[config.mk]
export PLATFORM = sky130hd
export DESIGN_NAME = sensor_log_writer
export DESIGN_NICKNAME = d
export VERILOG_FILES = /design/src/rtl/sensor_log_writer_pkg.sv /design/src/rtl/sensor_log_writer_ptr_bank.sv /design/src/rtl/sensor_log_writer.sv
export SDC_FILE = /design/constraint.sdc
export NUM_CORES = 1
export LEC_CHECK = 0
export CORE_UTILIZATION = 35
export DETAILED_ROUTE_END_ITERATION = 10
export PLACE_DENSITY = 0.68
export SYNTH_ARGS = -nofsm -noshare
export SYNTH_HDL_FRONTEND = slang
export SYNTH_SLANG_ARGS = --single-unit
[constraint.sdc]
create_clock -name clk -period 1.6 [get_ports clk]
set_input_delay 0.32 -clock clk [delete_from_list [all_inputs] [get_ports clk]]
set_output_delay 0.32 -clock clk [all_outputs]
set_load 0.02 [all_outputs]
[src/rtl/sensor_log_writer_pkg.sv]
// Shared definitions for the sensor log writer: FSM state encoding, the
// pointer width and the default memory bank select used for log writes.
package sensor_log_writer_pkg;

    localparam int PTR_W = 6;
    localparam logic [2:0] LOG_SEL_DEFAULT = 3'b010;

    typedef enum logic [2:0] {
        LOAD  = 3'd0,
        IDLE  = 3'd1,
        PRECH = 3'd2,
        SETUP = 3'd3,
        WRITE = 3'd4,
        DONE  = 3'd5
    } state_t;

    // Channel index width; a single-channel build still needs one bit.
    function automatic int ch_width(input int n);
        return (n > 1) ? $clog2(n) : 1;
    endfunction

endpackage

[src/rtl/sensor_log_writer_ptr_bank.sv]
// Per-channel ring write pointers with sticky wrap flags. Clear beats load,
// load beats increment.
module log_ptr_bank
    import sensor_log_writer_pkg::*;
#(
    parameter int NUM_CH = 3,
    parameter int DEPTH  = 16,
    parameter int CH_W   = 2
) (
    input  logic                      clk,
    input  logic                      reset,
    input  logic                      clear,
    input  logic                      load_en,
    input  logic [NUM_CH*PTR_W-1:0]   load_vec,
    input  logic                      inc_en,
    input  logic [CH_W-1:0]           ch,
    output logic [NUM_CH*PTR_W-1:0]   ptr_vec,
    output logic [PTR_W-1:0]          ch_ptr,
    output logic [NUM_CH-1:0]         overflow
);

    localparam logic [PTR_W-1:0] PTR_MASK = PTR_W'(DEPTH - 1);

    logic [PTR_W-1:0] ptr_q [NUM_CH];

    always_ff @(posedge clk or posedge reset) begin
        if (reset) begin
            for (int c = 0; c < NUM_CH; c++) ptr_q[c] <= '0;
            overflow <= '0;
        end else if (clear) begin
            for (int c = 0; c < NUM_CH; c++) ptr_q[c] <= '0;
            overflow <= '0;
        end else if (load_en) begin
            for (int c = 0; c < NUM_CH; c++)
                ptr_q[c] <= load_vec[c*PTR_W +: PTR_W] & PTR_MASK;
        end else if (inc_en) begin
            for (int c = 0; c < NUM_CH; c++) begin
                if (CH_W'(c) == ch) begin
                    ptr_q[c] <= (ptr_q[c] + PTR_W'(1)) & PTR_MASK;
                    if (ptr_q[c] == PTR_MASK) overflow[c] <= 1'b1;
                end
            end
        end
    end

    always_comb begin
        ptr_vec = '0;
        ch_ptr  = '0;
        for (int c = 0; c < NUM_CH; c++) begin
            ptr_vec[c*PTR_W +: PTR_W] = ptr_q[c];
            if (CH_W'(c) == ch) ch_ptr = ptr_q[c];
        end
    end

endmodule

[src/rtl/sensor_log_writer.sv]
// Logs timestamped ADC samples into per-channel memory rings using a
// precharge / setup / write handshake on a write-only memory port.
module sensor_log_writer
    import sensor_log_writer_pkg::*;
#(
    parameter int         NUM_CH    = 3,
    parameter int         DEPTH     = 16,
    parameter logic [5:0] BASE_ADDR = 6'd16,
    parameter logic [2:0] LOG_SEL   = LOG_SEL_DEFAULT,
    parameter int         WE_CYCLES = 2
) (
    input  logic                    clk,
    input  logic                    reset,
    input  logic                    factory_reset,
    input  logic                    ADC_data_ready,
    input  logic [7:0]              ADC_data,
    input  logic [NUM_CH-1:0]       sensor_code,
    input  logic [7:0]              sensor_time_stamp,
    input  logic [NUM_CH*PTR_W-1:0] Counter_in,
    output logic [NUM_CH*PTR_W-1:0] Counter_out,
    output logic [15:0]             mem_data_out,
    output logic                    PC_B,
    output logic                    WE,
    output logic                    SE,
    output logic [PTR_W-1:0]        mem_address,
    output logic [2:0]              mem_sel,
    output logic                    busy,
    output logic                    log_done,
    output logic [NUM_CH-1:0]       overflow,
    output logic                    dropped
);

    localparam int CH_W  = ch_width(NUM_CH);
    localparam int CNT_W = $clog2(WE_CYCLES + 1);

    state_t            state_q, state_d;
    logic              capture;
    logic [CH_W-1:0]   ch_q, ch_d;
    logic [15:0]       word_q;
    logic [CNT_W-1:0]  we_cnt_q;
    logic              dropped_q;
    logic              in_flight;
    logic [PTR_W-1:0]  ch_ptr;
    logic [PTR_W-1:0]  addr_calc;

    assign in_flight = (state_q == PRECH) || (state_q == SETUP) ||
                       (state_q == WRITE) || (state_q == DONE);

    // Lowest set bit of the channel select wins when several are set.
    always_comb begin
        ch_d = '0;
        for (int c = NUM_CH - 1; c >= 0; c--)
            if (sensor_code[c]) ch_d = CH_W'(c);
    end

    always_comb begin
        state_d = state_q;
        capture = 1'b0;
        unique case (state_q)
            LOAD:  state_d = IDLE;
            IDLE: begin
                if (ADC_data_ready && (|sensor_code)) begin
                    state_d = PRECH;
                    capture = 1'b1;
                end
            end
            PRECH: state_d = SETUP;
            SETUP: state_d = WRITE;
            WRITE: if (we_cnt_q == CNT_W'(WE_CYCLES - 1)) state_d = DONE;
            DONE:  state_d = IDLE;
            default: state_d = IDLE;
        endcase
        if (factory_reset) begin
            state_d = IDLE;
            capture = 1'b0;
        end
    end

    always_ff @(posedge clk or posedge reset) begin
        if (reset) begin
            state_q   <= LOAD;
            ch_q      <= '0;
            word_q    <= '0;
            we_cnt_q  <= '0;
            dropped_q <= 1'b0;
        end else begin
            state_q <= state_d;
            if (capture) begin
                ch_q   <= ch_d;
                word_q <= {sensor_time_stamp, ADC_data};
            end
            if (state_q == SETUP)
                we_cnt_q <= '0;
            else if (state_q == WRITE)
                we_cnt_q <= we_cnt_q + CNT_W'(1);
            if (factory_reset)
                dropped_q <= 1'b0;
            else if (ADC_data_ready && (in_flight || state_q == LOAD))
                dropped_q <= 1'b1;
        end
    end

    log_ptr_bank #(
        .NUM_CH (NUM_CH),
        .DEPTH  (DEPTH),
        .CH_W   (CH_W)
    ) u_ptr_bank (
        .clk      (clk),
        .reset    (reset),
        .clear    (factory_reset),
        .load_en  (state_q == LOAD),
        .load_vec (Counter_in),
        .inc_en   (state_q == DONE),
        .ch       (ch_q),
        .ptr_vec  (Counter_out),
        .ch_ptr   (ch_ptr),
        .overflow (overflow)
    );

    // Address arithmetic is done wide and then truncated to the word-line width.
    assign addr_calc = PTR_W'(int'(BASE_ADDR) + int'(ch_q) * DEPTH + int'(ch_ptr));

    always_comb begin
        PC_B         = 1'b1;
        WE           = 1'b0;
        busy         = 1'b0;
        log_done     = 1'b0;
        mem_address  = '0;
        mem_data_out = '0;
        mem_sel      = 3'b000;
        unique case (state_q)
            PRECH: begin
                busy    = 1'b1;
                PC_B    = 1'b0;
                mem_sel = LOG_SEL;
            end
            SETUP: begin
                busy         = 1'b1;
                mem_sel      = LOG_SEL;
                mem_address  = addr_calc;
                mem_data_out = word_q;
            end
            WRITE: begin
                busy         = 1'b1;
                WE           = 1'b1;
                mem_sel      = LOG_SEL;
                mem_address  = addr_calc;
                mem_data_out = word_q;
            end
            DONE: begin
                busy     = 1'b1;
                log_done = 1'b1;
                mem_sel  = LOG_SEL;
            end
            default: ;
        endcase
    end

    assign SE      = 1'b0;
    assign dropped = dropped_q;

endmodule

# After elaboration in Yosys (flattened, before gate mapping)
# Cells that the tools add are included.
[op_classes]
muxes = 39
n_eq_ne = 14
n_reduce_logical = 31
n_addsub = 6
[ops]
columns = ["operator", "n"]
rows = [
  ["18-bit 2-to-1 mux", 3],
  ["6-bit 2-to-1 mux", 7],
  ["6-bit by 4-bit == test with 1-bit output, second input constant", 3],
  ["3-bit 2-to-1 mux", 6],
  ["2-bit nonzero test", 9],
  ["16-bit 2-to-1 mux", 1],
  ["1-bit 2-to-1 mux", 15],
  ["4-bit by 1-bit adder with 4-bit output, second input constant", 3],
  ["2-bit 2-to-1 mux", 6],
  ["3-bit one-hot mux with 4 select lines", 1],
  ["4-bit AND reduction", 3],
  ["3-bit nonzero test", 4],
  ["2-bit AND reduction", 4],
  ["5-bit by 6-bit adder with 6-bit output, first input constant", 1],
  ["6-bit adder", 1],
  ["3-bit by 2-bit == test with 1-bit output, second input constant", 2],
  ["3-bit == test, second input constant", 2],
  ["3-bit != test, second input constant", 2],
  ["1-bit logical OR", 4],
  ["4-bit OR reduction", 1],
  ["3-bit by 1-bit == test with 1-bit output, second input constant", 1],
  ["3-bit zero test", 1],
  ["3-bit OR reduction", 1],
  ["2-bit by 1-bit adder with 2-bit output, second input constant", 1],
  ["7 further kinds", 8],
]
[word_totals]
register_bits = 45
in_bits = 41
wordCells = 101
output_inout_bits = 52

# Logic depth before layout (Yosys ltp)
[logic_depth]
word_depth = 8
ltp_mapped = 6

# Cells and area by module
# From an unflattened synthesis, not the netlist that was laid out.
[hier_totals]
cells_unflattened = 222
hier_area_um2 = 2373.5
[by_module_without_submodules]
columns = ["mod", "instances", "cells_per_inst", "seq_area_each_um2", "area_each_um2"]
rows = [
  ["sensor_log_writer", 1, 113, 600.6, 1315.0],
  ["log_ptr_bank", 1, 109, 375.4, 1058.5],
]

# Worst setup path after synthesis
# OpenSTA, ideal clock, no wires.
[synth_path]
path_kind = "register to output"
from = "register state_q[0]"
to = "output port mem_address[1]"
n_path_buf = 2
arrival_time_ns = 1.435
t_required_ns = 1.280
stages_incl_launch_ff = 6
setup_slack_ns = -0.155
path_cell_list = "dfrtp_1 > buf_4 > or3b_4 > o21ai_2 > buf_2 > o211a_1"
[synth_between]
elab_chain_cells = 3
[synth_lines]
columns = ["element", "line", "rtl"]
rows = [
  ["start, declared", "sensor_log_writer.sv:36", "state_t state_q, state_d;"],
  ["start signal, assigned", "sensor_log_writer.sv:87", "state_q <= state_d;"],
  ["3-bit by 2-bit == test with 1-bit output / 3-bit == test (equally long branches)", "sensor_log_writer.sv:131", "unique case (state_q)"],
  ["2-bit OR reduction (no source line) (*)", "n/a", ""],
  ["6-bit 2-to-1 mux (*)", "sensor_log_writer.sv:131", ""],
  ["end, declared", "sensor_log_writer.sv:25", "output logic [PTR_W-1:0] mem_address,"],
]
# Every way passes the cells marked *; elsewhere a longest branch is shown, timed or not.

# Worst setup path in the final report
[layout_path]
from = "register state_q[0]"
to = "output port mem_address[3]"
# The elaborated chain is that of the path after synthesis.

==> results.py <==
metrics = {
    "worst_hold_path": {
        "hold_path.class": "in2async",
    },
    "floorplanning": {
        "rows": 30,
        "core_area_um2": 6830,
        "pin_count": 93,
        "die_w_um": 86.1,
        "die_h_um": 86.1,
        "die-area_um2": 7420,
        "initial_core_util_pct": 36.3,
    },
    "critical_path": {
        "cp_max_fo": 4,
        "endpoint_kind": "primary output",
        "critPathTopFamily": "simple AND/OR/NAND/NOR gates",
        "cp_slowest_cell": "or3b_4",
        "crit_chain": "or3b_4 > o21ai_4 > buf_6 > buf_6 > o211a_4 > buf_6",
        "cp.arrival_ps": 1740,
        "path_buf_inv": 3,
        "startpoint_type": "flip-flop",
        "slowest_delay_ps": 430,
        "critPathKind": "reg2out",
        "crit_required_ps": 1280,
        "crit_top_cell": "buf_6",
    },
    "place": {
        "hpwl_um": 4760,
        "placed_cells": 443,
        "placed_cell_area_um2": 3620,
        "gp_congestion": 0.799,
        "portBuffers": 77,
    },
    "synth": {
        "synth_top_area_share_pct": 39.4,
        "synth_top_area_cell": "dfrtp_1",
        "synthCells": 253,
        "synth-edff-count": 0,
        "ys_seq_area_share_pct": 39.4,
        "yosysWarnings": 0,
        "synth_cell_types": 45,
        "synth_ff_type": "dfrtp_1",
        "synth_common_cells": "dfrtp_1 (39), and2_1 (18), inv_1 (18), and3_1 (16), nand2_1 (13)",
        "synth.most_common_cell": "dfrtp_1",
        "netlist_area_um2": 2480,
        "avgSynthCellArea_um2": 9.79,
        "synth.ff_latch_count": 39,
        "postSynth.asyncResetShare_pct": 100,
        "synth_area_leaders": "dfrtp_1 (39%), mux2_4 (5.5%), and2_1 (4.5%)",
    },
    "clock_tree": {
        "cts_tree": "yes",
        "clock_path_buffers": 2,
        "clock_latency_ps": 300,
        "clkTransAtPathRegs_ps": 90,
        "root_buffer": "clkbuf_8",
        "cts_max_level": 2,
        "cts_sinks": 39,
        "numCtsBuffers": 5,
    },
    "run_status": {
        "status": "finished with violations",
        "violations": "setup timing",
    },
    "power": {
        "power.share.sequential_pct": 33.7,
        "leakagePower_nw": 2.18,
        "power_frac_clock_pct": 21.1,
        "switching_share_pct": 34.0,
        "pwr-share-comb_pct": 45.2,
        "total_power_mw": 3.69,
        "p_sw_mw": 1.25,
        "p_int_mw": 2.44,
        "peakVddDrop_mv": 0.537,
        "powerDensity_nw_per_um2": 807,
    },
    "grt": {
        "grt_pass1_wl_um": 11900,
        "grt_antenna_before_repair": 0,
        "grt_pass1_vias": 2414,
        "grt.total_usage_pct": 20.9,
        "grt.overflow.total": 0,
        "grt_max_degree": 40,
    },
    "drt": {
        "viasPerCell": 5.34,
        "first_pass_iters": 4,
        "drcViolationCount": 0,
        "vias": 2581,
        "post_drt_wl_per_cell_um": 18.8,
        "antenna_left": 0,
        "routed_wl_um": 9090,
        "drt_iter0_drc": 122,
    },
    "finish": {
        "fin_area_um2": 4580,
        "area_growth_syn_to_layout_pct": 84.8,
        "nFillCells": 487,
        "post-route-util_pct": 67.0,
        "layout.cells.non_filler": 483,
        "antenna_cells": 0,
        "drive_gt1_share_pct": 48.8,
        "final_nets": 434,
    },
    "sta": {
        "report.final.slew_viol_count": 0,
        "setup_viol": 54,
        "timing.final.crit_share_pct": 128,
        "post-route-worst-setup-slack_ps": -456,
        "hold_violations": 0,
        "fin_crit_ps": 2060,
        "fmax_mhz": 486,
        "grt_setup_unrepaired": "true",
        "skew_ps": 15.4,
    },
    "flow_run": {
        "drv_cap": 0,
    },
}
==> cell families (layout without fill, tap and decap cells) <==
| family | Yosys count | count (layout) | synth area share (%) |
|---|---|---|---|
| fa+ha+maj | 7 | 7 | 3.54 |
| buf+inv | 47 | 171 | 9.70 |
| mux | 18 | 18 | 9.44 |
| compound gates | 54 | 54 | 15.5 |
| xor+xnor | 1 | 1 | 0.354 |
| other cells | 1 | 9 | 0.151 |
| simple gates | 86 | 88 | 21.9 |
| flops | 39 | 39 | 39.4 |
==> timing repair <==
item                                    4_1_cts  5_1_grt
endpoints found under the setup margin       66       63
hold buffers                                  0        0
pin swaps                                     7       30
cloned                                        6        4
setup buffers                                13       15
gates resized for setup                     229       46
==> worst reg2reg max path, stage by stage (launching register included) <==
cell and delay (ps):
dfrtp_1 390, buf_6 120, buf_6 110, buf_4 130, buf_12 140, nor4b_4 280
buf_6 210, nand2_8 100, mux2_4 310
==> layout make-up <==
type	instances	area, um^2	share of cell area, %
clock inverter	1	7.51	0.164
multi-input combinational	177	1740	38.1
timing repair buffer	145	1570	34.2
clock buffer	7	96.3	2.10
tap	96	120	2.62
inverter	18	67.6	1.48
sequential	39	976	21.3
==> path summary, 6_finish.rpt <==
kind / from / endpoint / slack, ps / depth (start not counted)
min in group clk: we_cnt_q[0] / we_cnt_q[0] / 480 / 1
worst min register to register: we_cnt_q[0] / we_cnt_q[0] / 480 / 1
worst max register to register: state_q[2] / word_q[8] / -300 / 8
worst min-delay path: reset / u_ptr_bank.ptr_vec[8] / 380 / 3
worst max-delay path: state_q[0] / mem_address[3] / -460 / 6
max in group asynchronous: reset / u_ptr_bank.ptr_vec[0] / 1020 / 3
==> flip-flops by register name, indices dropped and copies added, names as in the netlist <==
register / flops
word_q: 16
u_ptr_bank.ptr_vec: 12
state_q: 3
u_ptr_bank.overflow: 3
ch_q: 2
we_cnt_q: 2
dropped: 1
==> placed cells by master, fill, tap and decap left out, types with 6 or more instances in the layout <==
cell             netlist  final
dlygate4sd2_1          0     12
ha_1                   7      6
nand2_1               13     12
inv_1                 18     18
and2_4                 0     18
buf_6                  1     41
buf_4                 11     40
mux2_4                 9      9
o32ai_2                0      6
nand4b_1               6      6
dfrtp_1               39     39
clkdlybuf4s50_1        0     34
mux2_2                 7      7
and3_1                16     15
clkbuf_8               0      7
conb_1                 1      9
==> power groups by stage <==
stage | Sequential, mW | Clock [mW] | Combinational (mW)
final | 1.25 | 0.779 | 1.67
after CTS | 1.24 | 0.776 | 1.50
after detailed placement | 1.26 | 0 | 1.26
after floorplan | 1.28 | 0 | 0.747
after global routing | 1.26 | 0.824 | 1.76
after global placement | 1.25 | 0 | 1.23
==> layer usage <==
metal,vias to the layer above,wire (um),part of all wire (%),track usage (%)
met5,-,0,0,0
met4,0,326,3.6,6.82
met3,27,451,5.0,2.79
met2,113,4670,51,36.7
met1,1282,3640,40,26.6
li1,1159,-,-,-
==> stage by stage <==
stage,setup slack (ps),hold WS [ps],setup TNS (ps)
floorplan,-34.0,386,-312
global placement,-582,470,-17380
detailed placement,-580,481,-18300
CTS,-459,392,-11990
global route,-504,401,-18450
finish,-456,376,-16070
Note: power is estimated with default switching activity, not from simulation.
